==> config.mk <==
export PLATFORM = sky130hd
export DESIGN_NAME = armv4_mc_controller
export DESIGN_NICKNAME = d
export VERILOG_FILES = /design/src/rtl/armv4_pkg.sv /design/src/rtl/armv4_mc_controller_cond_check.sv /design/src/rtl/armv4_mc_controller.sv
export SDC_FILE = /design/constraint.sdc
export NUM_CORES = 1
export LEC_CHECK = 0
export CELL_PAD_IN_SITES_DETAIL_PLACEMENT = 1
export CELL_PAD_IN_SITES_GLOBAL_PLACEMENT = 1
export CORE_AREA = 2 2 66 68
export DETAILED_ROUTE_END_ITERATION = 8
export DIE_AREA = 0 0 68 70
export PLACE_DENSITY_LB_ADDON = 0.1
export SLEW_MARGIN = 20
export SYNTH_ARGS = -nofsm -noshare
export SYNTH_HDL_FRONTEND = slang
export SYNTH_SLANG_ARGS = --single-unit
==> constraint.sdc <==
create_clock -name clk -period 1.85 [get_ports clk]
set_input_delay 0.37 -clock clk [delete_from_list [all_inputs] [get_ports clk]]
set_output_delay 0.37 -clock clk [all_outputs]
set_load 0.03 [all_outputs]
==> src/rtl/armv4_pkg.sv <==
`default_nettype none
// ============================================================================
// Module      : armv4_pkg
// Description : Shared types and constants for the ARMv4-subset multicycle
//               controller: FSM states, ALU op codes, instruction field
//               values and NZCV flag bit positions.
// Revision    : 1.0 - initial release
// ============================================================================
package armv4_pkg;

    // Controller states; codes 10-15 are unused and recover to FETCH.
    typedef enum logic [3:0] {
        ST_FETCH  = 4'd0,
        ST_DECODE = 4'd1,
        ST_MEMADR = 4'd2,
        ST_MEMRD  = 4'd3,
        ST_MEMWB  = 4'd4,
        ST_MEMWR  = 4'd5,
        ST_EXECR  = 4'd6,
        ST_EXECI  = 4'd7,
        ST_ALUWB  = 4'd8,
        ST_BRANCH = 4'd9
    } state_t;

    // ALU operation select codes (upper three only exist with 8 ops).
    localparam logic [2:0] ALU_ADD = 3'd0;
    localparam logic [2:0] ALU_SUB = 3'd1;
    localparam logic [2:0] ALU_AND = 3'd2;
    localparam logic [2:0] ALU_ORR = 3'd3;
    localparam logic [2:0] ALU_EOR = 3'd4;
    localparam logic [2:0] ALU_MOV = 3'd5;
    localparam logic [2:0] ALU_BIC = 3'd6;

    // Instruction class field Instr[27:26].
    localparam logic [1:0] OP_DP  = 2'b00;
    localparam logic [1:0] OP_MEM = 2'b01;
    localparam logic [1:0] OP_BR  = 2'b10;
    localparam logic [1:0] OP_NOP = 2'b11;

    // Data-processing cmd field Instr[24:21].
    localparam logic [3:0] CMD_AND = 4'b0000;
    localparam logic [3:0] CMD_EOR = 4'b0001;
    localparam logic [3:0] CMD_SUB = 4'b0010;
    localparam logic [3:0] CMD_ADD = 4'b0100;
    localparam logic [3:0] CMD_CMP = 4'b1010;
    localparam logic [3:0] CMD_ORR = 4'b1100;
    localparam logic [3:0] CMD_MOV = 4'b1101;
    localparam logic [3:0] CMD_BIC = 4'b1110;

    // Bit positions inside the NZCV vector.
    localparam int FLAG_N = 3;
    localparam int FLAG_Z = 2;
    localparam int FLAG_C = 1;
    localparam int FLAG_V = 0;

endpackage
`default_nettype wire

==> src/rtl/armv4_mc_controller_cond_check.sv <==
`default_nettype none
// ============================================================================
// Module      : armv4_cond_check
// Description : Combinational ARMv4 condition-code evaluator. Code 1111 (NV)
//               always evaluates false.
// Revision    : 1.0 - initial release
// ============================================================================
module armv4_cond_check
    import armv4_pkg::*;
(
    input  logic [3:0] cond,
    input  logic [3:0] flags,
    output logic       cond_ex
);

    logic w_n, w_z, w_c, w_v, w_ge;

    assign w_n  = flags[FLAG_N];
    assign w_z  = flags[FLAG_Z];
    assign w_c  = flags[FLAG_C];
    assign w_v  = flags[FLAG_V];
    assign w_ge = (w_n == w_v);

    // Decode the condition field against the registered flags.
    always_comb begin
        cond_ex = 1'b0;
        case (cond)
            4'b0000: cond_ex = w_z;
            4'b0001: cond_ex = ~w_z;
            4'b0010: cond_ex = w_c;
            4'b0011: cond_ex = ~w_c;
            4'b0100: cond_ex = w_n;
            4'b0101: cond_ex = ~w_n;
            4'b0110: cond_ex = w_v;
            4'b0111: cond_ex = ~w_v;
            4'b1000: cond_ex = w_c & ~w_z;
            4'b1001: cond_ex = ~w_c | w_z;
            4'b1010: cond_ex = w_ge;
            4'b1011: cond_ex = ~w_ge;
            4'b1100: cond_ex = ~w_z & w_ge;
            4'b1101: cond_ex = w_z | ~w_ge;
            4'b1110: cond_ex = 1'b1;
            default: cond_ex = 1'b0;
        endcase
    end

endmodule
`default_nettype wire

==> src/rtl/armv4_mc_controller.sv <==
`default_nettype none
// ============================================================================
// Module      : armv4_mc_controller
// Description : Moore-FSM multicycle control unit for the ARMv4-subset core.
//               Drives the shared instruction/data memory datapath, holds the
//               NZCV flags and gates execution on the condition code.
// Revision    : 1.0 - initial release
// ============================================================================
module armv4_mc_controller
    import armv4_pkg::*;
#(
    parameter int ALU_OPS       = 4,
    parameter int ALU_CTRL_W    = $clog2(ALU_OPS),
    parameter int MEM_HANDSHAKE = 1
) (
    input  logic                  clk,
    input  logic                  rst,
    input  logic [19:0]           instr,
    input  logic [3:0]            alu_flags,
    input  logic                  mem_ready,
    output logic                  mem_req,
    output logic                  mem_write,
    output logic                  adr_src,
    output logic                  ir_write,
    output logic                  pc_write,
    output logic                  reg_write,
    output logic                  alu_src_a,
    output logic [1:0]            alu_src_b,
    output logic [1:0]            imm_src,
    output logic [1:0]            reg_src,
    output logic [1:0]            result_src,
    output logic [ALU_CTRL_W-1:0] alu_control,
    output logic [3:0]            state_o
);

    // instr carries Instr[31:12], so every field sits 12 bits lower.
    logic [3:0] w_cond;
    logic [1:0] w_op;
    logic       w_i;
    logic [3:0] w_cmd;
    logic       w_s;
    logic [3:0] w_rd;

    assign w_cond = instr[19:16];
    assign w_op   = instr[15:14];
    assign w_i    = instr[13];
    assign w_cmd  = instr[12:9];
    assign w_s    = instr[8];
    assign w_rd   = instr[3:0];

    state_t     r_state, w_next;
    logic [3:0] r_flags;
    logic       w_cond_ex;
    logic       w_ready;

    logic [2:0] w_dp_op;
    logic [2:0] w_alu_sel;
    logic       w_supported;
    logic       w_no_write;
    logic       w_logical;
    logic       w_flag_upd;
    logic       w_unused;

    // Without the handshake every memory access completes in one cycle.
    if (MEM_HANDSHAKE != 0) begin : g_handshake
        assign w_ready = mem_ready;
    end else begin : g_no_handshake
        assign w_ready = 1'b1;
    end

    // Rn is decoded by the datapath, not here.
    assign w_unused = ^{instr[7:4], w_alu_sel};

    armv4_cond_check u_cond_check (
        .cond    (w_cond),
        .flags   (r_flags),
        .cond_ex (w_cond_ex)
    );

    // Map the cmd field to an ALU op; unknown cmds become no-ops.
    always_comb begin
        w_dp_op     = ALU_ADD;
        w_supported = 1'b0;
        w_no_write  = 1'b0;
        w_logical   = 1'b0;
        case (w_cmd)
            CMD_ADD: begin w_dp_op = ALU_ADD; w_supported = 1'b1; end
            CMD_SUB: begin w_dp_op = ALU_SUB; w_supported = 1'b1; end
            CMD_CMP: begin w_dp_op = ALU_SUB; w_supported = 1'b1; w_no_write = 1'b1; end
            CMD_AND: begin w_dp_op = ALU_AND; w_supported = 1'b1; w_logical = 1'b1; end
            CMD_ORR: begin w_dp_op = ALU_ORR; w_supported = 1'b1; w_logical = 1'b1; end
            CMD_EOR: if (ALU_OPS == 8) begin w_dp_op = ALU_EOR; w_supported = 1'b1; w_logical = 1'b1; end
            CMD_MOV: if (ALU_OPS == 8) begin w_dp_op = ALU_MOV; w_supported = 1'b1; w_logical = 1'b1; end
            CMD_BIC: if (ALU_OPS == 8) begin w_dp_op = ALU_BIC; w_supported = 1'b1; w_logical = 1'b1; end
            default: ;
        endcase
    end

    assign w_flag_upd = ((r_state == ST_EXECR) || (r_state == ST_EXECI)) && w_s && w_supported;

    // Flags capture the ALU result at the end of an S-suffixed execute cycle.
    always_ff @(posedge clk) begin
        if (!rst) begin
            r_flags <= 4'b0000;
        end else if (w_flag_upd) begin
            if (w_logical) begin
                r_flags[FLAG_N] <= alu_flags[FLAG_N];
                r_flags[FLAG_Z] <= alu_flags[FLAG_Z];
            end else begin
                r_flags <= alu_flags;
            end
        end
    end

    // State register.
    always_ff @(posedge clk) begin
        if (!rst) begin
            r_state <= ST_FETCH;
        end else begin
            r_state <= w_next;
        end
    end

    // Next-state and Moore outputs; strobes are forced low during reset.
    always_comb begin
        w_next      = ST_FETCH;
        mem_req     = 1'b0;
        mem_write   = 1'b0;
        adr_src     = 1'b0;
        ir_write    = 1'b0;
        pc_write    = 1'b0;
        reg_write   = 1'b0;
        alu_src_a   = 1'b0;
        alu_src_b   = 2'b00;
        imm_src     = 2'b00;
        reg_src     = 2'b00;
        result_src  = 2'b00;
        w_alu_sel   = ALU_ADD;
        case (r_state)
            ST_FETCH: begin
                mem_req    = 1'b1;
                alu_src_a  = 1'b1;
                alu_src_b  = 2'b10;
                result_src = 2'b10;
                if (w_ready) begin
                    ir_write = 1'b1;
                    pc_write = 1'b1;
                    w_next   = ST_DECODE;
                end else begin
                    w_next   = ST_FETCH;
                end
            end
            ST_DECODE: begin
                alu_src_a  = 1'b1;
                alu_src_b  = 2'b10;
                reg_src[0] = (w_op == OP_BR);
                reg_src[1] = (w_op == OP_MEM);
                if (w_cond_ex) begin
                    case (w_op)
                        OP_DP:   w_next = w_i ? ST_EXECI : ST_EXECR;
                        OP_MEM:  w_next = ST_MEMADR;
                        OP_BR:   w_next = ST_BRANCH;
                        default: w_next = ST_FETCH;
                    endcase
                end
            end
            ST_EXECR: begin
                alu_src_b = 2'b00;
                w_alu_sel = w_dp_op;
                w_next    = ST_ALUWB;
            end
            ST_EXECI: begin
                alu_src_b = 2'b01;
                imm_src   = 2'b00;
                w_alu_sel = w_dp_op;
                w_next    = ST_ALUWB;
            end
            ST_ALUWB: begin
                result_src = 2'b00;
                reg_write  = w_supported & ~w_no_write;
                pc_write   = w_supported & ~w_no_write & (w_rd == 4'hF);
            end
            ST_MEMADR: begin
                alu_src_b = 2'b01;
                imm_src   = 2'b01;
                w_next    = w_s ? ST_MEMRD : ST_MEMWR;
            end
            ST_MEMRD: begin
                mem_req = 1'b1;
                adr_src = 1'b1;
                w_next  = w_ready ? ST_MEMWB : ST_MEMRD;
            end
            ST_MEMWB: begin
                result_src = 2'b01;
                reg_write  = 1'b1;
                pc_write   = (w_rd == 4'hF);
            end
            ST_MEMWR: begin
                mem_req   = 1'b1;
                mem_write = 1'b1;
                adr_src   = 1'b1;
                w_next    = w_ready ? ST_FETCH : ST_MEMWR;
            end
            ST_BRANCH: begin
                alu_src_a  = 1'b0;
                alu_src_b  = 2'b01;
                imm_src    = 2'b10;
                result_src = 2'b10;
                pc_write   = 1'b1;
            end
            default: w_next = ST_FETCH;
        endcase
        if (!rst) begin
            mem_req   = 1'b0;
            mem_write = 1'b0;
            ir_write  = 1'b0;
            pc_write  = 1'b0;
            reg_write = 1'b0;
        end
    end

    assign alu_control = w_alu_sel[ALU_CTRL_W-1:0];
    assign state_o     = r_state;

endmodule
`default_nettype wire

# Yosys cells after proc, flatten, opt, wreduce, memory -nomap -nowiden
# Cells that the tools add are included.
[word_totals] n_memories=0 rom_bits=0 out_inout_bits=21 ramBits=0 register_bits=8 latch_bits=0 inputBits=27 wordCells=95
[op_classes] n_shift=0 n_eq_ne=31 mux=31 n_mul=0 n_addsub=0 order_cmp=0 n_reduce_logical=17 div_mod_pow=0 bitwise=13
[ops] operator="equality test 4 bit (second input constant)" n=12
[ops] operator="equality test 4 x 3 -> 1 bit (second input constant)" n=9
[ops] operator="case mux 4 bit (6 select lines)" n=1
[ops] operator="equality test 4 x 2 -> 1 bit (second input constant)" n=5
[ops] operator="two-way mux 1 bit" n=16
[ops] operator="case mux 1 bit (15 select lines)" n=1
[ops] operator="zero test 4 bit" n=3
[ops] operator="case mux 2 bit (2 select lines)" n=3
[ops] operator="case mux 4 bit (3 select lines)" n=1
[ops] operator="OR reduction 2 bit" n=6
[ops] operator="two-way mux 3 bit" n=3
[ops] operator="equality test 4 x 1 -> 1 bit (second input constant)" n=2
[ops] operator="inverter 1 bit" n=7
[ops] operator="case mux 2 bit (3 select lines)" n=1
[ops] operator="OR reduction 3 bit" n=2
[ops] operator="OR reduction 5 bit" n=1
[ops] operator="bitwise AND 1 bit" n=4
[ops] operator="two-way mux 2 bit" n=2
[ops] operator="two-way mux 4 bit" n=1
[ops] operator="case mux 1 bit (4 select lines)" n=1
[ops] operator="equality test 2 x 1 -> 1 bit (second input constant)" n=1
[ops] operator="equality test 2 bit (second input constant)" n=1
[ops] operator="logical AND 1 bit" n=2
[ops] operator="zero test 2 bit" n=1
[ops] operator="5 further kinds" n=6

# Depth between registers and ports, before layout
[logic_depth] depth_word=7 depth_mapped=6

# Cells and area by module
# A second synthesis with hierarchy kept.
[unflattened] hier_cells=129 hier_area_um2=943.4
[modules_own_cells] module="armv4_mc_controller" cells_each=101 n_inst=1 seq_area_each_um2=160.2 area_per_inst_um2=749.5
[modules_own_cells] module="armv4_cond_check" cells_each=28 n_inst=1 seq_area_each_um2=0.0 area_per_inst_um2=193.9

# Worst setup path after synthesis
# No wires, ideal clock.
[synth_timing] kind="flip-flop to output port" from="register r_state[3], in the netlist state_o[3]" to="output pc_write" setup_slack_ns=-0.677 arrival_ns=2.157 stages_incl_launch_ff=7 path_cell_list="dfxtp_1 clkbuf_1 nor3b_1 a31oi_1 nor4_1 nor2_1 a211oi_1"
[synth_via] elab_chain_cells=3 elab_cells_between_ends=6
[synth_lines] element="from (decl)" line_no="armv4_mc_controller.sv:51" rtl="state_t r_state, w_next;"
[synth_lines] element="from (signal assigned)" line_no="armv4_mc_controller.sv:120" rtl="r_state <= w_next;"
[synth_lines] element="equality test 4 bit (tied with other cells)" line_no="armv4_mc_controller.sv:139" rtl="case (r_state)"
[synth_lines] element="case mux 1 bit (4 select lines) *" line_no="armv4_mc_controller.sv:139"
[synth_lines] element="two-way mux 1 bit *" line_no="armv4_mc_controller.sv:213" rtl="if (!rst) begin"
[synth_lines] element="to (decl)" line_no="armv4_mc_controller.sv:25" rtl="output logic pc_write,"
# Mark *: on every way between the ends. The rest lies on a longest branch, timed or not.

# Worst setup path in the final report
[layout_timing] from="register r_state[2], in the netlist state_o[2]" to="output pc_write"
# The elaborated chain is that of the path after synthesis.

==> reports/results.txt <==
CTS Buffer Depth = 2
clock latency on the worst-skew pair = 0.23 ns
Synth async-reset ratio = 0
first-pass GRT wire length = 5510 um
Final setup viols = 1
Crit path required time = 1.48 ns
Critical Path Source Type = flop
die width = 68 um
top_reg_cell synth = dfxtp_1
area of the multi-input gates = 865 um^2
Worst Skew = 0.00156 ns
full die area = 4760 um^2
Hold Crit Class = flop to flop
Via density = 4.92
relative slew slack = 0.788
WL per Instance = 14.0 um
Setup crit end kind = primary output
hpwl dp = 2820 um
Starting Density = 0.227
CP max FO = 5
vias in the first global route = 1242
Tot GR Track Use = 0.148
CORE AREA = 4140 um^2
CP Data Arrival Time = 1.51 ns
Chip Height = 70 um
period utilization = 1.02
kind of critical path = flop to primary output
nets = 217
DRC viols = 0
Static Leak = 0.000788 uW
DR pass1 iterations = 4
Yosys reg bits = 8
final hold vios = 0
Total Power = 699 uW
post-route ant nets = 0
post-synthesis net count = 153
violated checks = setup timing
top post-synthesis cells by area = dfxtp_1 (17%), mux2i_1 (9.6%), nand2b_1 (6.6%)
H-tree depth = 1
post-synthesis sequential area ratio = 0.170
Sequential cell area = 166 um^2
max cap viols = 0
Filler cells = 475
CTS tree = built
Post-Route Utilization = 0.425
Cell Area, Synth = 942 um^2
Synth Area per Inst = 7.48 um^2
dpl ws = -0.418 ns
Post-synth EDFFs = 0
FP Rows = 24
Initial DRC Count = 33
PortBufs = 43
layout cells sized above 1 = 0.407
placed inst area = 1630 um^2
total congestion overflow = 0
io pins = 48
Post-synth top cells = nand2b_1 (10), mux2i_1 (9), dfxtp_1 (8), nor2_1 (8)
largest net degree at the start of global routing = 14
status = finished, violations left
Reg clk slew, reported paths = 0.04 ns
root buf cell = clkbuf_8
WL final = 3380 um
diodes inserted = 0
f_max = 531 MHz
setup bufs post-CTS = 0
area leader, netlist = dfxtp_1
VDD IR-drop max = 322 uV
initial antenna violation count = 0
Final WS setup = -0.0343 ns
top cell type's share of synthesized area = 0.170
most common cell in the netlist = nand2b_1
Synth Warn # = 0
area delta synth->final = 86.9%
distinct cell type count after synthesis = 42
Worst Tran Pin Value = 0.315 ns
routability cong. = 0.750
cell area after layout = 1760 um^2
fin crit period = 1.88 ns
RSZ-0062 raised after global routing = yes
vias post-DR = 1186
Final Max Tran Viols = 0
Clock Sinks = 8
Num CTS Buffers = 3
Syn Inst Count = 126
Pwr Density = 397 nW/um^2
-- cells by family (layout without fill, tap and decap cells) --
| logic type | after synthesis | in the layout | share of synthesized area |
|---|---|---|---|
| muxes | 9 | 9 | 0.0956 |
| and+or+nand+nor | 68 | 68 | 0.438 |
| buffers and inverters | 15 | 78 | 0.0837 |
| AOI/OAI and AO/OA | 22 | 22 | 0.175 |
| DFF | 8 | 8 | 0.170 |
| xor gates and xnor gates | 4 | 4 | 0.0372 |
-- cells in the final DEF (no fill, tap or decap), types with 5 or more instances in the layout --
cell type,instances
mux2i_1,9
nand2b_1,8
buf_4,39
nand2_1,6
nor2_1,6
clkdlybuf4s50_1,11
dlygate4sd2_1,11
nor2b_1,6
dfxtp_1,5
-- what timing repair did --
action                     CTS  global route
pin swaps                    8             3
setup endpoints to repair   17            11
hold buffers                 0             0
gates resized for setup     20            15
-- where the power goes --
group	leakage, uW	switching [uW]	internal [uW]
Sequential	0.0000665	3.67	176
Clock	0.0000228	69.2	149
Combinational	0.000699	151	150
Total	0.000788	224	475
-- state kept, by name (all words and copies together), names as in the netlist --
register,flops
state_o,4
r_flags,4
-- layer usage --
layer  track usage  vias up  share of wire
met2         0.275       24           0.56
met3        0.0258        4          0.036
met4        0.0400        0          0.012
li1              -      582              -
met5             0        -              0
met1         0.166      576           0.39
-- worst max-delay path, cell delays in order (launching register included) --
cell	delay [ns]
dfxtp_2	0.35
nor2b_2	0.22
a31oi_1	0.08
nor4_1	0.19
nor2_1	0.12
a211oi_4	0.17
buf_6	0.16
-- worst paths after layout --
kind / startpoint / endpoint / slack (ns) / cells after the start
worst min-delay path: r_flags[0]$_SDFFE_PN0P_ / r_flags[0]$_SDFFE_PN0P_ / 0.58 / 2
worst max-delay path: state_o[2]$_SDFF_PN0_ / pc_write / -0.03 / 6
worst min register to register: r_flags[0]$_SDFFE_PN0P_ / r_flags[0]$_SDFFE_PN0P_ / 0.58 / 2
worst max register to register: r_flags[2]$_SDFFE_PN0P_ / state_o[1]$_SDFF_PN0_ / 0.19 / 4
-- through the flow --
step           setup TNS, ns  hold slack (ns)  std cells
2_1_floorplan         -0.136            0.478        126
3_3_place_gp           -1.81            0.568        237
3_5_place_dp           -2.09            0.577        237
4_1_cts               -0.163            0.584        241
5_1_grt               -0.260            0.618        241
6_report             -0.0343            0.576        241
-- cell type report --
| cell class | count | area share |
|---|---|---|
| inverter | 4 | 0.00853 |
| tap | 52 | 0.0370 |
| timing repair buffer | 70 | 0.343 |
| sequential | 8 | 0.0945 |
| clock buffer | 4 | 0.0256 |
| multi-input combinational | 103 | 0.491 |
Note: power is estimated with default switching activity, not from simulation.
